[src/rtl/axis_mem_arbiter.sv]
// Two-port AXI-Stream arbiter feeding a single registered memory write stream.
// Round-robin between requesters with the grant locked for a whole packet.
module axis_mem_arbiter #(
    parameter int unsigned DATA_WIDTH = 32,
    parameter int unsigned CNT_WIDTH  = 16
) (
    input  logic                      axis_aclk,
    input  logic                      axis_aresetn,

    input  logic [DATA_WIDTH-1:0]     s01_axis_tdata,
    input  logic [DATA_WIDTH/8-1:0]   s01_axis_tstrb,
    input  logic                      s01_axis_tvalid,
    input  logic                      s01_axis_tlast,
    output logic                      s01_axis_tready,

    input  logic [DATA_WIDTH-1:0]     s02_axis_tdata,
    input  logic [DATA_WIDTH/8-1:0]   s02_axis_tstrb,
    input  logic                      s02_axis_tvalid,
    input  logic                      s02_axis_tlast,
    output logic                      s02_axis_tready,

    output logic [DATA_WIDTH-1:0]     m01_axis_tdata,
    output logic [DATA_WIDTH/8-1:0]   m01_axis_tstrb,
    output logic                      m01_axis_tvalid,
    output logic                      m01_axis_tlast,
    input  logic                      m01_axis_tready,

    output logic [1:0]                grant,
    output logic [CNT_WIDTH-1:0]      pkt_cnt0,
    output logic [CNT_WIDTH-1:0]      pkt_cnt1
);

    typedef enum logic [1:0] {StIdle, StGnt0, StGnt1} state_e;

    state_e state_q, state_d;
    // last_gnt: 0 = s01 owned the previous packet, 1 = s02 did
    logic   last_gnt_q, last_gnt_d;
    logic   free;
    logic   acc0, acc1;

    assign free = !m01_axis_tvalid || m01_axis_tready;
    assign acc0 = (state_q == StGnt0) && s01_axis_tvalid && free;
    assign acc1 = (state_q == StGnt1) && s02_axis_tvalid && free;

    assign s01_axis_tready = (state_q == StGnt0) && free;
    assign s02_axis_tready = (state_q == StGnt1) && free;
    assign grant           = {state_q == StGnt1, state_q == StGnt0};

    always_comb begin
        state_d    = state_q;
        last_gnt_d = last_gnt_q;
        unique case (state_q)
            StIdle: begin
                if (s01_axis_tvalid && s02_axis_tvalid) begin
                    state_d = last_gnt_q ? StGnt0 : StGnt1;
                end else if (s01_axis_tvalid) begin
                    state_d = StGnt0;
                end else if (s02_axis_tvalid) begin
                    state_d = StGnt1;
                end
            end
            StGnt0: begin
                if (acc0 && s01_axis_tlast) begin
                    state_d    = StIdle;
                    last_gnt_d = 1'b0;
                end
            end
            StGnt1: begin
                if (acc1 && s02_axis_tlast) begin
                    state_d    = StIdle;
                    last_gnt_d = 1'b1;
                end
            end
            default: state_d = StIdle;
        endcase
    end

    always_ff @(posedge axis_aclk or negedge axis_aresetn) begin
        if (!axis_aresetn) begin
            state_q    <= StIdle;
            last_gnt_q <= 1'b1;
        end else begin
            state_q    <= state_d;
            last_gnt_q <= last_gnt_d;
        end
    end

    // Output register: load on an accepted beat, hold under back-pressure
    always_ff @(posedge axis_aclk or negedge axis_aresetn) begin
        if (!axis_aresetn) begin
            m01_axis_tdata  <= '0;
            m01_axis_tstrb  <= '0;
            m01_axis_tvalid <= 1'b0;
            m01_axis_tlast  <= 1'b0;
        end else if (acc0) begin
            m01_axis_tdata  <= s01_axis_tdata;
            m01_axis_tstrb  <= s01_axis_tstrb;
            m01_axis_tvalid <= 1'b1;
            m01_axis_tlast  <= s01_axis_tlast;
        end else if (acc1) begin
            m01_axis_tdata  <= s02_axis_tdata;
            m01_axis_tstrb  <= s02_axis_tstrb;
            m01_axis_tvalid <= 1'b1;
            m01_axis_tlast  <= s02_axis_tlast;
        end else if (free) begin
            m01_axis_tvalid <= 1'b0;
        end
    end

    always_ff @(posedge axis_aclk or negedge axis_aresetn) begin
        if (!axis_aresetn) begin
            pkt_cnt0 <= '0;
            pkt_cnt1 <= '0;
        end else begin
            if (acc0 && s01_axis_tlast) pkt_cnt0 <= pkt_cnt0 + CNT_WIDTH'(1);
            if (acc1 && s02_axis_tlast) pkt_cnt1 <= pkt_cnt1 + CNT_WIDTH'(1);
        end
    end

endmodule

[config.mk]
export PLATFORM = sky130hd
export DESIGN_NAME = axis_mem_arbiter
export DESIGN_NICKNAME = d
export VERILOG_FILES = /design/src/rtl/axis_mem_arbiter.sv
export SDC_FILE = /design/constraint.sdc
export NUM_CORES = 1
export LEC_CHECK = 0
export CAP_MARGIN = 15
export CORE_ASPECT_RATIO = 1.5
export CORE_MARGIN = 2
export CORE_UTILIZATION = 38
export DETAILED_ROUTE_END_ITERATION = 10
export PLACE_DENSITY = 0.86
export SLEW_MARGIN = 20
export SYNTH_ARGS = -nofsm -noshare
export SYNTH_HDL_FRONTEND = slang
export SYNTH_SLANG_ARGS = --single-unit
[constraint.sdc]
create_clock -name axis_aclk -period 1.5 [get_ports axis_aclk]
set_input_delay 0.375 -clock axis_aclk [delete_from_list [all_inputs] [get_ports axis_aclk]]
set_output_delay 0.375 -clock axis_aclk [all_outputs]
set_load 0.01 [all_outputs]
==> results of run 1 <==
state kept, by name (all words and copies together), names as in the netlist:
| register | count |
|---|---|
| last_gnt_q | 1 |
| m01_axis_tdata | 32 |
| m01_axis_tlast | 1 |
| m01_axis_tstrb | 4 |
| m01_axis_tvalid | 1 |
| pkt_cnt0 | 16 |
| pkt_cnt1 | 16 |
| state_q | 2 |
cell usage in the layout, fill, tap and decap left out, types with 3 or more instances in the layout:
cell,n
nand4_1,5
buf_6,21
nor2_4,7
clkbuf_16,10
inv_1,4
nand2_2,28
dlygate4sd2_1,69
a31oi_4,6
buf_4,35
nand2_1,47
buf_12,15
xnor2_2,3
nor3_4,10
xor2_1,22
buf_8,6
nor4_4,11
dfrtp_2,3
nand2_4,13
buf_16,5
a31oi_1,30
nor2_1,24
nor2_2,8
clkdlybuf4s50_1,74
clkbuf_8,3
dfrtp_1,69
xnor2_1,5
nand3_1,6
nand3_4,7
cell families after synthesis:
family                   share of synthesized area, %
adder cells (fa/ha/maj)                        0.7360
XOR/XNOR                                        7.729
AO/OA/AOI/OAI                                   7.324
multiplexers                                   0.6624
AND/OR/NAND/NOR                                 26.13
flip-flops                                      53.77
buffers and inverters                           3.643
final cells by class:
cell class | count | area share (%)
tap | 110 | 1.984
clock buffer | 12 | 3.841
timing repair buffer | 232 | 35.64
inverter | 4 | 0.2164
antenna | 1 | 0.03607
multi-input combinational | 258 | 31.16
sequential | 73 | 26.40
clock inverter | 4 | 0.7214
per-stage QoR:
step / power, mW / hold slack [ps]
6_report: 10.56 / 446.9
3_5_place_dp: 6.893 / 246.2
2_1_floorplan: 4.680 / 79.41
5_1_grt: 11.03 / 456.6
3_3_place_gp: 6.748 / 242.0
4_1_cts: 9.772 / 433.3
final timing paths:
kind / cells past startpoint / slack (ps) / to
setup reg to reg: 7 / -200 / pkt_cnt1[7]$_DFFE_PN0P_
min in group axis_aclk: 2 / 470 / last_gnt_q$_DFFE_PN1P_
max in group asynchronous: 3 / 540 / m01_axis_tdata[26]$_DFFE_PN0P_
hold reg to reg: 2 / 470 / last_gnt_q$_DFFE_PN1P_
hold / removal: 2 / 450 / m01_axis_tdata[16]$_DFFE_PN0P_
setup / recovery: 7 / -200 / pkt_cnt1[7]$_DFFE_PN0P_
synthesized netlist by cell type (all sizes together), types with 4 or more instances:
| cell type | number |
|---|---|
| a31oi | 37 |
| and3 | 4 |
| buf | 14 |
| clkbuf | 6 |
| dfrtp | 72 |
| inv | 4 |
| nand2 | 88 |
| nand3 | 13 |
| nand4 | 5 |
| nor2 | 39 |
| nor3 | 10 |
| nor4 | 11 |
| xnor2 | 8 |
| xor2 | 22 |
power by group:
group	switching, mW	total (mW)	internal, mW	leakage [nW]
logic	2.43	5.13	2.70	2.48
clock network	0.851	2.27	1.42	0.151
registers	0.501	3.16	2.66	0.891
timing repair:
item / 4_1_cts / 5_1_grt
hold buffers: 1 / 0
gates cloned: 10 / 1
setup endpoints to repair: 138 / 75
endpoints found under the hold margin: 11 / 0
resized for setup: 171 / 126
pin swaps: 40 / 91
buffers inserted: 40 / 10
routing by layer:
layer / vias up / part of all wire, % / GRT usage, %
li1: 1663 / - / -
met4: 0 / 4.0 / 9.958
met2: 166 / 55 / 49.43
met1: 1944 / 35 / 29.83
met3: 40 / 5.6 / 6.466
met5: - / 0 / 0
==> impl_metrics.env, run 1 <==
export IMPL_outcome="finished with violations"
export IMPL_violations="negative setup slack"
export IMPL_grt_overflow_total=0
export IMPL_layout_drive_gt1_share_pct=36.71
export IMPL_path_clk_slew_ps=60
export IMPL_drv_cap=0
export IMPL_die_width_um=81.23
export IMPL_placed_area_um2=5220
export IMPL_skew_ps=6.954
export IMPL_numClockSinks=73
export IMPL_antenna_found_initial=1
export IMPL_tightestPinTransition_ps=390.3
export IMPL_ys_flop_type="dfrtp_1"
export IMPL_period_needed_ps=1704
export IMPL_grt_use_total_pct=27.18
export IMPL_synth_edf_count=0
export IMPL_crit_family="simple AND/OR/NAND/NOR gates"
export IMPL_first_pass_iters=4
export IMPL_dr_first_iter_drc_count=200
export IMPL_final_cells=694
export IMPL_setup_ws_ps=-203.8
export IMPL_netlist_area_leader_share_pct=53.00
export IMPL_yosysSeqAreaShare_pct=53.77
export IMPL_insertion_delay_ps=330
export IMPL_grt_pass1_wl_um=19870
export IMPL_startpoint="state_q[0]$_DFFE_PN0P_"
export IMPL_setup_worst_path_class="reg2reg"
export IMPL_die_area_um2=9734
export IMPL_setup_viol=70
export IMPL_cp_arrival_ps=1950
export IMPL_avgSynthCellArea_um2=9.603
export IMPL_end_kind="register"
export IMPL_vias=3813
export IMPL_hpwl_um=7173
export IMPL_synth_cell_types=34
export IMPL_core_area_um2=8776
export IMPL_pre_cts_ws_ps=-551.5
export IMPL_power_density_nw_per_um2=1522
export IMPL_start_kind="register"
export IMPL_required_ps=1750
export IMPL_syn_nets=435
export IMPL_nets=659
export IMPL_ios=153
export IMPL_routabilityCongestion=0.7873
export IMPL_hp_class="in2async"
export IMPL_via_per_inst=5.494
export IMPL_nFillCells=536
export IMPL_fin_area_um2=6938
export IMPL_worstPathMaxFanout=4
export IMPL_die_h_um=119.8
export IMPL_cts_made_buffers=9
export IMPL_drc_errors=0
export IMPL_ys_seq_elements=73
export IMPL_yosysTopAreaCell="dfrtp_1"
export IMPL_synth_area_um2=3400
export IMPL_h_tree_depth=3
export IMPL_syn_instance_count=354
export IMPL_initial_utilization_pct=38.74
export IMPL_place_inst=625
export IMPL_syn_to_final_growth_pct=104.1
export IMPL_grt_max_degree=31
export IMPL_yosysWarnings=0
export IMPL_slowest_stage="dfrtp_1"
export IMPL_cts_buffer_depth=2
export IMPL_ir_worst_vdd_mv=1.013
export IMPL_tritoncts="yes"
export IMPL_regArea_um2=1832
export IMPL_synth_area_leaders="dfrtp_1 (53%), nand2_1 (9.7%), a31oi_1 (6.8%), xor2_1 (5.7%), nor2_1 (4.3%)"
export IMPL_rows=42
export IMPL_slowest_delay_ps=420
export IMPL_multi_input_area_um2=2162
export IMPL_leakagePower_nw=3.520
export IMPL_async_reset_ff_share_pct=100.0
export IMPL_first_global_vias=3902
export IMPL_critPathMostFrequentCell="buf_6"
export IMPL_drt_total_wl_um=14080
export IMPL_wl_per_cell_um=20.28
export IMPL_fmax_ghz=0.5869
export IMPL_worstReg2RegStart="state_q[0]$_DFFE_PN0P_"
export IMPL_slew_viol_final=0
export IMPL_rsz0062_at_grt="true"
export IMPL_ant_nets=0
export IMPL_relSlewSlack_pct=73.90
export IMPL_port_buffers=152
export IMPL_fin_crit_sh_pct=113.6
export IMPL_path_buf_inv=3
export IMPL_final_hold_violation_count=0
export IMPL_root_buffer="clkbuf_16"
export IMPL_cp_cell_sequence="and2b_2 > buf_6 > buf_6 > nand3_4 > buf_12 > nor4_4 > xor2_1"
export IMPL_final_core_util_pct=79.06
export IMPL_setup_tns_ps=-6829
No activity file was read; power rests on OpenSTA's default activity.
==> run 2: changes to the inputs <==
ABC_AREA = 0   (was unset)
CORE_UTILIZATION = 42   (was 38)
PLACE_DENSITY = 0.9   (was 0.86)
clock period = 1.85 ns   (was 1.5 ns; I/O delays follow)
==> impl_metrics.env, run 2 (synthesized netlist as in run 1, its figures left out) <==
export IMPL_outcome="complete, no violations"
export IMPL_whs_ps=462.9
export IMPL_fin_area_um2=5532
export IMPL_met3_length_um=445
export IMPL_hp_class="reg2reg"
export IMPL_ir_worst_vdd_mv=0.6965
export IMPL_die_area_um2=8844
export IMPL_slowest_delay_ps=390
export IMPL_cp_cell_sequence="buf_6 > and2b_2 > and2_4 > buf_2"
export IMPL_min_path_cells=1
export IMPL_num_antenna_cells=0
export IMPL_slowest_stage="dfrtp_1"
export IMPL_grt_use_total_pct=22.54
export IMPL_slew_viol_final=0
export IMPL_port_buffers=152
export IMPL_final_common_cell="clkdlybuf4s50_1"
export IMPL_r2r_slack_ps=120
export IMPL_numClockSinks=73
export IMPL_relSlewSlack_pct=69.58
export IMPL_rsz0062_at_grt="true"
export IMPL_die_width_um=77.46
export IMPL_die_h_um=114.2
export IMPL_wl_per_cell_um=15.29
export IMPL_dr_first_iter_drc_count=164
export IMPL_layout_drive_gt1_share_pct=12.31
export IMPL_fin_crit_sh_pct=98.31
export IMPL_min_to="pkt_cnt1[15]$_DFFE_PN0P_"
export IMPL_route_met2_wl_um=5266
export IMPL_end_kind="output port"
export IMPL_power_density_nw_per_um2=1322
export IMPL_skew_ps=5.531
export IMPL_routabilityCongestion=0.7615
export IMPL_period_needed_ps=1819
export IMPL_grt_overflow_total=0
export IMPL_placed_area_um2=5134
export IMPL_leakagePower_nw=2.490
export IMPL_setup_tns_ps=0
export IMPL_rr_worst_depth=7
export IMPL_initial_utilization_pct=42.72
export IMPL_required_ps=1390
export IMPL_drv_cap=0
export IMPL_top_layer_used="met4"
export IMPL_worstReg2RegStart="state_q[1]$_DFFE_PN0P_"
export IMPL_start_kind="register"
export IMPL_worstPathMaxFanout=5
export IMPL_wl_met1_um=3565
export IMPL_syn_to_final_growth_pct=62.72
export IMPL_nets=604
export IMPL_core_area_um2=7958
export IMPL_ios=153
export IMPL_startpoint="state_q[1]$_DFFE_PN0P_"
export IMPL_first_global_vias=3301
export IMPL_rows=40
export IMPL_insertion_delay_ps=330
export IMPL_tightestPinTransition_ps=456.2
export IMPL_path_clk_slew_ps=60
export IMPL_largest_register_ffs=32
export IMPL_final_hold_violation_count=0
export IMPL_fmax_ghz=0.5498
export IMPL_root_buffer="clkbuf_16"
export IMPL_via_per_inst=5.144
export IMPL_grt_pass1_wl_um=15550
export IMPL_hp_start="pkt_cnt1[15]$_DFFE_PN0P_"
export IMPL_grt_max_degree=45
export IMPL_drc_errors=0
export IMPL_vias=3256
export IMPL_hpwl_um=7000
export IMPL_mostFrequentLayoutCells="clkdlybuf4s50_1 (147), nand2_1 (88), dfrtp_1 (71), nor2_1 (39), a31oi_1 (37)"
export IMPL_h_tree_depth=3
export IMPL_cp_arrival_ps=1360
export IMPL_tritoncts="yes"
export IMPL_cts_made_buffers=9
export IMPL_nFillCells=556
export IMPL_largest_register="m01_axis_tdata"
export IMPL_first_pass_iters=4
export IMPL_reg_largest_list="m01_axis_tdata (32), pkt_cnt0 (16), pkt_cnt1 (16)"
export IMPL_setup_worst_path_class="reg2out"
export IMPL_power_total_mw=7.315
export IMPL_reg2reg_to="m01_axis_tdata[11]$_DFFE_PN0P_"
export IMPL_setup_viol=0
export IMPL_antenna_found_initial=0
export IMPL_ant_nets=0
export IMPL_cts_buffer_depth=2
export IMPL_drt_total_wl_um=9678
## run 2: worst max-delay path: cells and delay by family (launching register included)
| kind | cells | cell delay (ps) |
|---|---|---|
| simple gates | 2 | 370 |
| buf+inv | 2 | 260 |
| flops | 1 | 390 |
## run 2: power by group
part / leakage [nW] / switching, mW / internal (mW)
Clock: 0.153 / 0.627 / 1.15
Sequential: 0.895 / 0.356 / 2.15
Combinational: 1.44 / 1.36 / 1.67
Total: 2.49 / 2.34 / 4.97
## run 2: worst max path at each step
stage                                     endpoint  slack (ps)
floorplan           m01_axis_tdata[10]$_DFFE_PN0P_         310
global placement                   s02_axis_tready        -390
detailed placement                 s02_axis_tready        -390
CTS                                s02_axis_tready           6
global route              pkt_cnt0[14]$_DFFE_PN0P_         -20
finish                             s02_axis_tready          30
## run 2: area by class of cell
| class | instances | area, um^2 | share of cell area (%) |
|---|---|---|---|
| Inverter | 4 | 15.01 | 0.2714 |
| Multi-Input combinational cell | 257 | 1500 | 27.12 |
| Sequential cell | 73 | 1829 | 33.07 |
| Tap cell | 105 | 131.4 | 2.375 |
| Clock inverter | 2 | 35.03 | 0.6333 |
| Clock buffer | 14 | 274.0 | 4.954 |
| Timing Repair Buffer | 178 | 1747 | 31.58 |
## run 2: repair_timing
action	4_1_cts	5_1_grt
hold buffers	1	0
pin swaps	0	0
endpoints found under the setup margin	4	9
setup buffers	4	1
gates resized for setup	12	9
endpoints found under the hold margin	7	0
## run 2: per-stage QoR
step           instances  utilization [%]  setup slack (ps)
2_1_floorplan        354                -             308.2
3_3_place_gp         611            64.51            -391.2
3_5_place_dp         611            64.51            -388.0
4_1_cts              632            68.85             6.421
5_1_grt              633            69.51            -22.27
6_report             633            69.51             31.32
## run 2: routing by layer
layer,vias up,global-route usage (%)
met1,1562,24.57
met5,-,0
li1,1539,-
met3,31,4.416
met2,124,40.17
met4,0,13.57
==> run 3: changes to the inputs <==
CTS_CLUSTER_DIAMETER = 100   (was unset)
==> results of run 3 <==
No change in the layout: final DEF, timing and power equal those of run 2.
